<file path="config.mk">
export PLATFORM = sky130hd
export DESIGN_NAME = adc_scan_sched_flat
export DESIGN_NICKNAME = d
export VERILOG_FILES = /design/src/rtl/adc_scan_sched_if.sv /design/src/rtl/adc_scan_sched.sv /design/src/flat_wrapper.sv
export SDC_FILE = /design/constraint.sdc
export NUM_CORES = 1
export LEC_CHECK = 0
export BUFFER_PORTS_ARGS = -buffer_cell sky130_fd_sc_hd__buf_4
export CAP_MARGIN = 20
export CORE_MARGIN = 10
export CORE_UTILIZATION = 30
export CTS_BUF_LIST = sky130_fd_sc_hd__clkbuf_8 sky130_fd_sc_hd__clkbuf_16
export CTS_CLUSTER_SIZE = 20
export DETAILED_ROUTE_END_ITERATION = 16
export PLACE_DENSITY_LB_ADDON = 0.3
export SYNTH_ARGS = -nofsm -noshare
export SYNTH_HDL_FRONTEND = slang
export SYNTH_SLANG_ARGS = --single-unit
</file>
<file path="constraint.sdc">
create_clock -name SCLK -period 13.6 [get_ports SCLK]
set_input_delay 2.04 -clock SCLK [delete_from_list [all_inputs] [get_ports SCLK]]
set_output_delay 2.04 -clock SCLK [all_outputs]
set_load 0.1 [all_outputs]
</file>
<file path="src/rtl/adc_scan_sched_if.sv">
// ---------------------------------------------------------------------------
// adc_scan_sched_if
// Conversion handshake between the scan scheduler and the shared SPI ADC
// transaction engine.
//   conv_start : 1-cycle pulse, scheduler -> engine, start a conversion
//   conv_chan  : channel to convert, stable from start until done/abort
//   conv_done  : 1-cycle pulse, engine -> scheduler, conv_data valid
//   conv_data  : conversion result
// Modports: master = scheduler side, slave = engine side.
// ---------------------------------------------------------------------------
interface adc_scan_sched_if #(
    parameter int CHAN_W = 3,
    parameter int N      = 10
);
    logic              conv_start;
    logic [CHAN_W-1:0] conv_chan;
    logic              conv_done;
    logic [N-1:0]      conv_data;

    modport master (
        output conv_start,
        output conv_chan,
        input  conv_done,
        input  conv_data
    );

    modport slave (
        input  conv_start,
        input  conv_chan,
        output conv_done,
        output conv_data
    );
endinterface

</file>
<file path="src/rtl/adc_scan_sched.sv">
// ---------------------------------------------------------------------------
// adc_scan_sched
// Sequences conversions on the shared SPI ADC engine. Round-robins over the
// enabled channel set while scan_run is high, serves a one-shot requester
// ahead of the scan, and keeps the latest result per channel.
//
// Ports:
//   SCLK, reset_n        clock, asynchronous active-low reset
//   scan_run             level, enables the background scan
//   chan_en              per-channel scan enable (sampled in SELECT)
//   oneshot_req/_chan    one-shot request (held until ack) and its channel
//   oneshot_ack          1-cycle pulse, one-shot finished (stored or aborted)
//   eng                  conversion handshake to the SPI engine (master)
//   result/result_valid  per-channel latest result and validity
//   update_strobe/_chan  1-cycle pulse after a result write, channel written
//   timeout_err          1-cycle pulse on WAIT timeout or bad one-shot channel
//   busy                 scheduler not idle
// ---------------------------------------------------------------------------
module adc_scan_sched #(
    parameter int CHANNELS = 8,
    parameter int N        = 10,
    parameter int CHAN_W   = 3,
    parameter int TIMEOUT  = 64
) (
    input  logic                       SCLK,
    input  logic                       reset_n,
    input  logic                       scan_run,
    input  logic [CHANNELS-1:0]        chan_en,
    input  logic                       oneshot_req,
    input  logic [CHAN_W-1:0]          oneshot_chan,
    output logic                       oneshot_ack,
    adc_scan_sched_if.master           eng,
    output logic [CHANNELS-1:0][N-1:0] result,
    output logic [CHANNELS-1:0]        result_valid,
    output logic                       update_strobe,
    output logic [CHAN_W-1:0]          update_chan,
    output logic                       timeout_err,
    output logic                       busy
);

    localparam int unsigned       CH_U      = CHANNELS;
    localparam int                CNT_W     = $clog2(TIMEOUT);
    localparam logic [CNT_W-1:0]  CNT_LAST  = CNT_W'(TIMEOUT - 1);
    localparam logic [CHAN_W-1:0] LAST_INIT = CHAN_W'(CHANNELS - 1);

    // S_REJECT: one cycle to pulse ack/error for an out-of-range one-shot
    // channel without starting a conversion.
    typedef enum logic [2:0] {
        S_IDLE,
        S_SELECT,
        S_ISSUE,
        S_WAIT,
        S_STORE,
        S_REJECT
    } state_t;

    state_t            r_state;
    state_t            w_next;

    logic [CHAN_W-1:0] r_cur;
    logic [CHAN_W-1:0] r_last;
    logic              r_is_oneshot;
    logic [CNT_W-1:0]  r_cnt;

    logic              w_os_bad;
    logic              w_scan_found;
    logic [CHAN_W-1:0] w_scan_chan;
    logic              w_timeout;
    int unsigned       w_best_d;
    logic [31:0]       w_last_u;

    assign w_last_u = 32'(r_last);
    assign w_os_bad = (32'(oneshot_chan) >= CH_U);
    assign w_timeout = (r_state == S_WAIT) && !eng.conv_done && (r_cnt == CNT_LAST);

    // Next scan channel: the enabled channel at the smallest forward distance
    // from the one after r_last. Distance 0 is r_last+1, and r_last itself
    // sits at distance CHANNELS-1, so a lone enabled channel is reselected.
    always_comb begin
        w_scan_found = 1'b0;
        w_scan_chan  = '0;
        w_best_d     = CH_U;
        for (int unsigned j = 0; j < CH_U; j++) begin
            if (scan_run && chan_en[j] &&
                (((j + CH_U - 1 - w_last_u) % CH_U) < w_best_d)) begin
                w_best_d     = (j + CH_U - 1 - w_last_u) % CH_U;
                w_scan_found = 1'b1;
                w_scan_chan  = CHAN_W'(j);
            end
        end
    end

    // State register
    always_ff @(posedge SCLK or negedge reset_n) begin
        if (!reset_n) begin
            r_state <= S_IDLE;
        end else begin
            r_state <= w_next;
        end
    end

    // Next-state logic
    always_comb begin
        w_next = r_state;
        case (r_state)
            S_IDLE: begin
                if (oneshot_req || (scan_run && (|chan_en))) begin
                    w_next = S_SELECT;
                end
            end
            S_SELECT: begin
                if (oneshot_req) begin
                    w_next = w_os_bad ? S_REJECT : S_ISSUE;
                end else if (w_scan_found) begin
                    w_next = S_ISSUE;
                end else begin
                    w_next = S_IDLE;
                end
            end
            S_ISSUE: w_next = S_WAIT;
            S_WAIT: begin
                if (eng.conv_done) begin
                    w_next = S_STORE;
                end else if (r_cnt == CNT_LAST) begin
                    w_next = S_IDLE;
                end
            end
            S_STORE:  w_next = S_IDLE;
            S_REJECT: w_next = S_IDLE;
            default:  w_next = S_IDLE;
        endcase
    end

    // Output logic
    always_comb begin
        eng.conv_start = (r_state == S_ISSUE);
        eng.conv_chan  = r_cur;
        update_strobe  = (r_state == S_STORE);
        update_chan    = (r_state == S_STORE) ? r_cur : '0;
        oneshot_ack    = ((r_state == S_STORE) && r_is_oneshot) ||
                         (r_state == S_REJECT) ||
                         (w_timeout && r_is_oneshot);
        timeout_err    = (r_state == S_REJECT) || w_timeout;
        busy           = (r_state != S_IDLE);
    end

    // Channel bookkeeping, timeout counter and result table
    always_ff @(posedge SCLK or negedge reset_n) begin
        if (!reset_n) begin
            r_cur        <= '0;
            r_last       <= LAST_INIT;
            r_is_oneshot <= 1'b0;
            r_cnt        <= '0;
            result       <= '0;
            result_valid <= '0;
        end else begin
            case (r_state)
                S_SELECT: begin
                    if (oneshot_req) begin
                        r_cur        <= oneshot_chan;
                        r_is_oneshot <= 1'b1;
                    end else begin
                        r_is_oneshot <= 1'b0;
                        if (w_scan_found) begin
                            r_cur <= w_scan_chan;
                        end
                    end
                end
                S_ISSUE: begin
                    r_cnt <= '0;
                end
                S_WAIT: begin
                    // conv_done on the expiry cycle still stores
                    if (eng.conv_done) begin
                        for (int unsigned i = 0; i < CH_U; i++) begin
                            if (r_cur == CHAN_W'(i)) begin
                                result[i]       <= eng.conv_data;
                                result_valid[i] <= 1'b1;
                            end
                        end
                    end else if (r_cnt == CNT_LAST) begin
                        for (int unsigned i = 0; i < CH_U; i++) begin
                            if (r_cur == CHAN_W'(i)) begin
                                result_valid[i] <= 1'b0;
                            end
                        end
                    end else begin
                        r_cnt <= r_cnt + 1'b1;
                    end
                end
                S_STORE: begin
                    // One-shots leave the scan position untouched
                    if (!r_is_oneshot) begin
                        r_last <= r_cur;
                    end
                end
                default: ;
            endcase
        end
    end

endmodule

</file>
<file path="src/flat_wrapper.sv">
// flat-port wrapper written by rule: the top's interface ports become plain ports
module adc_scan_sched_flat 
#(
    parameter int CHANNELS = 8,
    parameter int N        = 10,
    parameter int CHAN_W   = 3,
    parameter int TIMEOUT  = 64
)
  (SCLK, reset_n, scan_run, chan_en, oneshot_req, oneshot_chan, oneshot_ack, result, result_valid, update_strobe, update_chan, timeout_err, busy, eng_conv_start, eng_conv_chan, eng_conv_done, eng_conv_data);
  adc_scan_sched_if #(.CHAN_W(CHAN_W), .N(N)) eng_i ();
  input  logic SCLK;
  input  logic reset_n;
  input  logic scan_run;
  input  logic [CHANNELS-1:0] chan_en;
  input  logic oneshot_req;
  input  logic [CHAN_W-1:0] oneshot_chan;
  output logic oneshot_ack;
  output logic [CHANNELS-1:0][N-1:0] result;
  output logic [CHANNELS-1:0] result_valid;
  output logic update_strobe;
  output logic [CHAN_W-1:0] update_chan;
  output logic timeout_err;
  output logic busy;
  output wire logic [$bits(eng_i.conv_start)-1:0] eng_conv_start;
  output wire logic [$bits(eng_i.conv_chan)-1:0] eng_conv_chan;
  input wire logic [$bits(eng_i.conv_done)-1:0] eng_conv_done;
  input wire logic [$bits(eng_i.conv_data)-1:0] eng_conv_data;
  assign eng_conv_start = eng_i.conv_start;
  assign eng_conv_chan = eng_i.conv_chan;
  assign eng_i.conv_done = eng_conv_done;
  assign eng_i.conv_data = eng_conv_data;
  adc_scan_sched #(.CHANNELS(CHANNELS), .N(N), .CHAN_W(CHAN_W), .TIMEOUT(TIMEOUT)) u_core (.SCLK(SCLK), .reset_n(reset_n), .scan_run(scan_run), .chan_en(chan_en), .oneshot_req(oneshot_req), .oneshot_chan(oneshot_chan), .oneshot_ack(oneshot_ack), .eng(eng_i), .result(result), .result_valid(result_valid), .update_strobe(update_strobe), .update_chan(update_chan), .timeout_err(timeout_err), .busy(busy));
endmodule
</file>
# Yosys cells after proc, flatten, opt, wreduce, memory -nomap -nowiden
# Index checks and enable logic that the tools add are counted.
# totals
regBits	104
latch_bits	0
mem_count	0
output_inout_bits	99
mem_bits_ro	0
mem_bits_rw	0
# op_classes
n_addsub	9
n_reduce_logical	53
bitwise	1
eq_ne	17
n_lt_le_gt_ge	8
div	0
shifts	0
n_mul	0
n_mux	53
# op_table
operator	count
less-than comparator 3 x 32 -> 1 bit	6
2-to-1 mux 32 bit	6
AND reduction 3 bit	17
2-to-1 mux 3 bit	11
2-to-1 mux 1 bit	26
logical AND 1 bit	21
equality test 3 bit (second input constant)	6
2-to-1 mux 8 bit	2
equality test 3 x 2 -> 1 bit (second input constant)	4
2-to-1 mux 6 bit	2
one-hot mux 3 bit (4 select lines)	1
one-hot mux 6 bit (2 select lines)	1
subtractor 3 bit (first input constant)	4
OR reduction 8 bit	1
adder 6 x 1 -> 6 bit (second input constant)	1
equality test 3 x 1 -> 1 bit (second input constant)	2
equality test 6 bit (second input constant)	1
logical NOT 3 bit	2
2-to-1 mux 2 bit	3
AND reduction 2 bit	3
nonzero test 2 bit	3
subtractor 1 x 3 -> 3 bit (first input constant)	2
subtractor 2 x 3 -> 3 bit (first input constant)	2
logical OR 1 bit	4
9 further kinds	10

# Logic depth before layout (Yosys ltp)
# Gate-level depths: netlist (run 1).
# logic_depth
depth_word	28
ltp_mapped	50

# Worst setup path after synthesis (run 1)
# OpenSTA, ideal clock, no wires.
# synth_path
path_type	in2reg
startpoint	input scan_run
endpoint	register u_core.r_cur[1], in the netlist u_core.eng.conv_chan[1]
n_path_buf	2
arrival_time_ps	11403
required_time_ps	13455
setup_slack_ps	2052
cell_stages	44
path_cell_list	buf_2 > clkbuf_1 > nand3_1 > ha_1 > nand3_1 > o211ai_1 > mux2_1 > inv_1 > ha_1 > o211ai_1 > nor2_1 > a21oi_1 > mux2i_1 > inv_1 > ha_1 > o21ai_0 > o31ai_1 > o21a_1 > [8 not listed] > o2111a_1 > a21bo_2 > a311oi_1 > nor2_2 > a221oi_1 > nor2_1 > ha_1 > a21oi_1 > o211ai_1 > a21oi_1 > a21o_1 > o2bb2ai_1 > ha_1 > and4_4 > o31ai_2 > a2111o_2 > a311oi_1 > a221oi_1
# synth_between
elab_chain_len	26
elab_cells_between_ends	48
classes_between	7 x order compare; 23 x mux; 18 x reduce/logical
# synth_lines
element	line	rtl
start, declared	flat_wrapper.sv:13	input logic scan_run;
logical AND 1 bit (2 in a row)	adc_scan_sched.sv:84	if (scan_run && chan_en[j] &&
2-to-1 mux 4 bit	adc_scan_sched.sv:84	
less-than comparator 3 x 4 -> 1 bit	adc_scan_sched.sv:85	(((j + CH_U - 1 - w_last_u) % CH_U) < w_best_d)) begin
logical AND 1 bit	adc_scan_sched.sv:84	
2-to-1 mux 32 bit	adc_scan_sched.sv:84	
less-than comparator 3 x 32 -> 1 bit	adc_scan_sched.sv:85	
logical AND 1 bit	adc_scan_sched.sv:84	
2-to-1 mux 32 bit	adc_scan_sched.sv:84	
[9 not listed]	--	
less-than comparator 3 x 32 -> 1 bit	adc_scan_sched.sv:85	
logical AND 1 bit	adc_scan_sched.sv:84	
2-to-1 mux 32 bit	adc_scan_sched.sv:84	
less-than comparator 3 x 32 -> 1 bit	adc_scan_sched.sv:85	
logical AND 1 bit	adc_scan_sched.sv:84	
2-to-1 mux 3 bit / 2-to-1 mux 1 bit (equally long branches)	adc_scan_sched.sv:84	
2-to-1 mux 3 bit / nonzero test 2 bit (equally long branches)	--	
2-to-1 mux 3 bit / AND reduction 2 bit (equally long branches)	--	
end signal, assigned	adc_scan_sched.sv:160	r_cur <= oneshot_chan;
end signal, assigned	adc_scan_sched.sv:165	r_cur <= w_scan_chan;
end, declared	adc_scan_sched.sv:60	logic [CHAN_W-1:0] r_cur;
# Several ways; a longest one is shown, not always the timed one. The select of a mux whose other input is x is not followed.
# A chain may end at the register's enable or synchronous reset.

# Final worst setup path (run 1)
# Same ends and word-level chain as after synthesis.

==> results of run 1 <==
-- cell type report --
type / instances / area, um^2
Tap cell: 220 / 275
Multi-Input combinational cell: 295 / 2360
Timing Repair Buffer: 129 / 968
Inverter: 16 / 60.1
Fill cell: 1603 / 10100
Clock buffer: 10 / 239
Sequential cell: 104 / 2610
Clock inverter: 5 / 63.8
-- cells by family after synthesis --
logic type,count (synthesis)
flops,104
simple gates,101
mux,89
compound gates,82
buf+inv,30
fa+ha+maj,17
xor+xnor,6
-- registers in the layout (all words and copies together) (netlist names) --
| name | flops |
|---|---|
| u_core.result | 80 |
| u_core.result_valid | 8 |
| u_core.r_cnt | 6 |
| u_core.eng.conv_chan | 3 |
| u_core.r_last | 3 |
| u_core.r_state | 3 |
| u_core.r_is_oneshot | 1 |
-- Yosys cell counts, drive strengths merged, types with 3 or more instances --
cell	n	area share (%)
a221oi	4	0.81
and2	5	0.61
nor3b	3	0.44
nand2b	6	0.74
xor2	4	0.69
buf	3	0.54
mux2	86	19
ha	17	4.2
a21oi	14	1.4
dfrtp	101	50
o211a	3	0.59
nor2	26	2.0
o31ai	5	0.84
clkbuf	11	0.81
a22o	5	0.86
and3	4	0.49
dfstp	3	1.5
o211ai	6	0.88
a311oi	3	0.52
mux2i	3	0.59
nand2	26	1.9
or4	4	0.74
o21ai	17	1.7
a21o	6	0.88
inv	16	1.2
nor3	6	0.59
nand3	13	1.3
-- critical path, delay by kind of cell --
family	cells	cell delay [ns]
fa+ha+maj	7	1.90
buf+inv	4	0.40
compound gates	23	5.47
mux	3	1.08
simple gates	8	1.64
-- metal layers --
| layer | part of all wire [%] | vias up |
|---|---|---|
| met1 | 43 | 1928 |
| met5 | 0 | - |
| met4 | 1.8 | 0 |
| li1 | - | 1819 |
| met2 | 46 | 156 |
| met3 | 9.8 | 22 |
-- per-stage QoR --
| step | std cells | instance area [um^2] |
|---|---|---|
| after global placement | 764 | 6270 |
| after floorplan | 429 | 5090 |
| final | 779 | 6580 |
| after CTS | 779 | 6580 |
| after detailed placement | 764 | 6270 |
| after global routing | 779 | 6580 |
-- worst min path at each step --
stage / startpoint / depth (start not counted) / end / slack, ns
2_1_floorplan: u_core.r_state[2] / 1 / u_core.r_state[0] / 0.47
4_1_cts: u_core.result[73] / 1 / u_core.result[73] / 0.51
3_5_place_dp: u_core.result[77] / 1 / u_core.result[77] / 0.49
6_report: u_core.result[73] / 1 / u_core.result[73] / 0.51
3_3_place_gp: u_core.result[64] / 1 / u_core.result[64] / 0.49
5_1_grt: u_core.result[73] / 1 / u_core.result[73] / 0.52
==> metrics.cfg, run 1 <==
[routing]
firstDrtPassIters=5
avgRoutedWirePerCell_um=19.5
routed_wl_mm=15.2
vias_per_cell=5.04
via_count=3925
ant_nets=0
drc=0
drtIter0Drc=166

[setup_path]
r2r_cells=45
reg2reg_to=u_core.eng.conv_chan[1]
crit_path_end=u_core.eng.conv_chan[1]
reg2reg_from=u_core.r_last[0]
cp-startpoint=scan_run
worstPathArrival_ns=12.55
rrSetupSlack_ns=1.73
cp_slowest_cell=o31ai_1
path_class=input pin to flip-flop
critPathMaxStageDelay_ns=0.72
required_ns=13.82
crit_top_cell=ha_1
cp-start-kind=input pin
critPathCaptureType=flip-flop
critPathMaxFanout=18

[logic_synthesis]
synthXorXnorAreaFrac_pct=1.03
yosysSeqAreaShare_pct=51.2
synth_edf_count=0
synthArstFlopShare_pct=100
syn_area_per_cell_um2=11.9
synth_cell_type_count=55
ys.flop_type=dfrtp_1
ys_ff_latch=104
synth-simple-area-share_pct=9.87
synthAdderAreaFrac_pct=4.18
syn_area_um2=5090
syn_nets=472
muxShareOfSynthArea_pct=19.6
ys_warn_count=0
synthCells=429
synth_top_family_by_area=multiplexers
synth-compound-area-share_pct=11.6

[grt]
grt_pass1_vias=4152
grt_start_max_net_pins=55
gr-total-overflow=0
grt_use_met1_pct=16.5
top_usage_layer=met2
grt.met3_usage_pct=5.91
antenna_found_initial=0
use_met2_pct=20.7
grt.total_usage_pct=13.6
grt_pass1_wl_mm=23.8

[clock_network]
cts_max_level=3
holdBufCountCts=0
tritoncts=built
post_cts_buffers=0
ctsRootBufferMaster=clkbuf_16
cts_sinks=104
cts_buffers=9
cts_buffer_depth=2
clkLatencyLatePin_ns=0.35
cts_resized=0
clk_pin_slew_ns=0.07

[cells_and_area]
nets=598
layout.cells.most_common=buf_4
utilization_pct=39.5
syn2layout_area_growth_pct=29.1
antenna_cells=0
drive_gt1_share_pct=43.3
final_cell_mix=buf_4, dfrtp_1, mux2_2

[timing]
slew_violations=0
tns_ns=0
fin_crit_ns=12.33
grt_setup_unrepaired=no
relSlewSlack_pct=41.8
skew_ns=0.00620
tightest_slew_ns=0.865
setup_viol=0
whs_ns=0.511
finalHoldViolations=0
fmax_mhz=81.1
period_share_pct=90.7
setup_ws_ns=1.27

[placement]
port_buffers=124
place_congestion=0.851
hpwl_mm=11.3
dp_slack_ns=1.16

[hold_path]
hold_class=flip-flop to flip-flop

[die]
rows=47
ios=125
die_h_um=150
start_util_pct=30.6
dieArea_um2=22600
core_region_area_um2=16600
die_w_um=150

[job]
cap_violations=0

[outcome]
outcome=finished clean

Power of run 1 is not shown: default switching activity piles up to over one toggle a cycle in this logic, so the estimate is an artifact.
==> run 2: changes to the inputs <==
Settings changed: BUFFER_PORTS_ARGS -buffer_cell sky130_fd_sc_hd__buf_4 to not set, DONT_BUFFER_PORTS set to 1.
==> run 2 against run 1 <==
Net effect: worst setup slack better by 0.17 ns; via count is 11% lower; global-route usage is 0.99 points lower; sequential cell count stayed put; count of clock-buffer cells in the layout is 1 lower; largest cell class unchanged.
==> metrics.cfg, run 2 (same netlist as run 1, synthesis figures left out) <==
[outcome]
outcome=finished clean  ; unchanged

[grt]
gr-total-overflow=0  ; unchanged
grt_pass1_wl_mm=21.7  ; was 23.8 mm
grt_start_max_net_pins=105  ; was 55
grt_pass1_vias=3578  ; was 4152
grt.total_usage_pct=12.6  ; was 13.6%
antenna_found_initial=0  ; unchanged

[timing]
period_share_pct=89.4  ; was 90.7%
finalHoldViolations=0  ; unchanged
tightest_slew_ns=1.11  ; was 0.865 ns
grt_setup_unrepaired=no  ; unchanged
setup_viol=0  ; unchanged
fin_crit_ns=12.16  ; was 12.33 ns
setup_ws_ns=1.44  ; was 1.27 ns
slew_violations=0  ; unchanged
fmax_mhz=82.2  ; was 81.1 MHz
tns_ns=0  ; unchanged
skew_ns=0.00866  ; was 0.00620 ns
whs_ns=0.526  ; was 0.511 ns
relSlewSlack_pct=25.6  ; was 41.8%

[cells_and_area]
n_fill_cell=1640  ; was 1603
syn2layout_area_growth_pct=13.1  ; was 29.1%
antenna_cells=0  ; unchanged
layout.cells.most_common=dfrtp_1  ; was buf_4
drive_gt1_share_pct=29.3  ; was 43.3%
final_cell_mix=dfrtp_1, mux2_2, nand2_1  ; was buf_4, dfrtp_1, mux2_2
largest_reg_flops=80  ; unchanged
nets=479  ; was 598
top_regs=u_core.result (80), u_core.result_valid (8), u_core.r_cnt (6)  ; unchanged
regMostFlops=u_core.result  ; unchanged

[setup_path]
critPathMaxFanout=9  ; was 18
critPathCaptureType=flip-flop  ; unchanged
cp-start-kind=input pin  ; unchanged
reg2reg_to=u_core.eng.conv_chan[1]  ; unchanged
crit_top_cell=ha_1  ; unchanged
critPathMaxStageDelay_ns=0.67  ; was 0.72 ns
required_ns=13.82  ; about the same
cp_num_buf_inv=3  ; was 4
rrSetupSlack_ns=1.66  ; was 1.73 ns
path_class=input pin to flip-flop  ; unchanged
reg2reg_from=u_core.r_last[0]  ; unchanged
worstPathArrival_ns=12.38  ; was 12.55 ns
r2r_cells=45  ; unchanged
cp_slowest_cell=o31ai_1  ; unchanged
critical_path.top_delay_family=compound AO/OA/AOI/OAI gates  ; unchanged

[clock_network]
ctsRootBufferMaster=clkbuf_16  ; unchanged
cts_buffers=9  ; unchanged
cts_resized=0  ; unchanged
clk_pin_slew_ns=0.08  ; was 0.07 ns
tritoncts=built  ; unchanged
clkLatencyLatePin_ns=0.35  ; about the same
cts_buffer_depth=2  ; unchanged
post_cts_buffers=0  ; unchanged
cts_max_level=3  ; unchanged
holdBufCountCts=0  ; unchanged
cts_sinks=104  ; unchanged

[placement]
port_buffers=0  ; was 124
hpwl_mm=10.5  ; was 11.3 mm
place_congestion=0.890  ; was 0.851
dp_slack_ns=1.19  ; was 1.16 ns

[routing]
ant_nets=0  ; unchanged
drc=0  ; unchanged
routed_wl_mm=14.2  ; was 15.2 mm
vias_per_cell=5.27  ; was 5.04
firstDrtPassIters=4  ; was 5
avgRoutedWirePerCell_um=21.5  ; was 19.5 um
drtIter0Drc=158  ; was 166
via_count=3484  ; was 3925

[die]
dieArea_um2=22600  ; unchanged
ios=125  ; unchanged
die_w_um=150  ; unchanged
start_util_pct=30.6  ; unchanged
core_region_area_um2=16600  ; unchanged
rows=47  ; unchanged
die_h_um=150  ; unchanged

[hold_path]
hold_class=flip-flop to flip-flop  ; unchanged
min_from=u_core.r_state[2]  ; was u_core.result[73]
hold_end=u_core.r_state[0]  ; was u_core.result[73]
hold_depth=1  ; unchanged

[job]
cap_violations=0  ; unchanged

==> run 2: worst max-delay path by stage <==
stage	start	end	slack [ns]	depth (start not counted)
floorplan	scan_run	u_core.eng.conv_chan[1]	2.05	44
global placement	chan_en[0]	u_core.eng.conv_chan[1]	1.24	44
detailed placement	chan_en[0]	u_core.eng.conv_chan[1]	1.19	44
CTS	chan_en[0]	u_core.eng.conv_chan[1]	1.54	44
global route	chan_en[0]	u_core.eng.conv_chan[2]	0.64	44
finish	chan_en[0]	u_core.eng.conv_chan[1]	1.44	44
==> run 2: cell type report <==
cell class	count	area, um^2	share of cell area (%)
clock inverter	7	81.3	1.41
clock buffer	9	225	3.91
sequential	104	2610	45.2
inverter	16	60.1	1.04
timing repair buffer	10	133	2.30
multi-input combinational	295	2380	41.3
tap	220	275	4.78
==> run 2: worst reg2reg max path, delay by kind of cell (launching register included) <==
kind            cells  cell delay [ns]
fa+ha+maj           8             2.30
mux                 2             0.70
buf+inv             4             0.50
flops               1             0.67
compound gates     23             5.80
xor+xnor            1             0.34
simple gates        7             1.50
==> run 2: metal layers <==
metal	GRT usage, %	vias up	share of wire [%]
met3	8.16	14	14
met1	13.8	1755	38
met4	4.08	0	1.4
met5	0	-	0
li1	-	1588	-
met2	19.5	127	46
==> run 2: metrics by stage <==
stage          area (um^2)  std cells  util, %
6_report              5760        661     34.6
5_1_grt               5760        661     34.6
4_1_cts               5760        661     34.6
3_5_place_dp          5460        645     32.8
3_3_place_gp          5400        643     32.4
2_1_floorplan         5090        429        -
Power of run 2 is left out for the same reason.
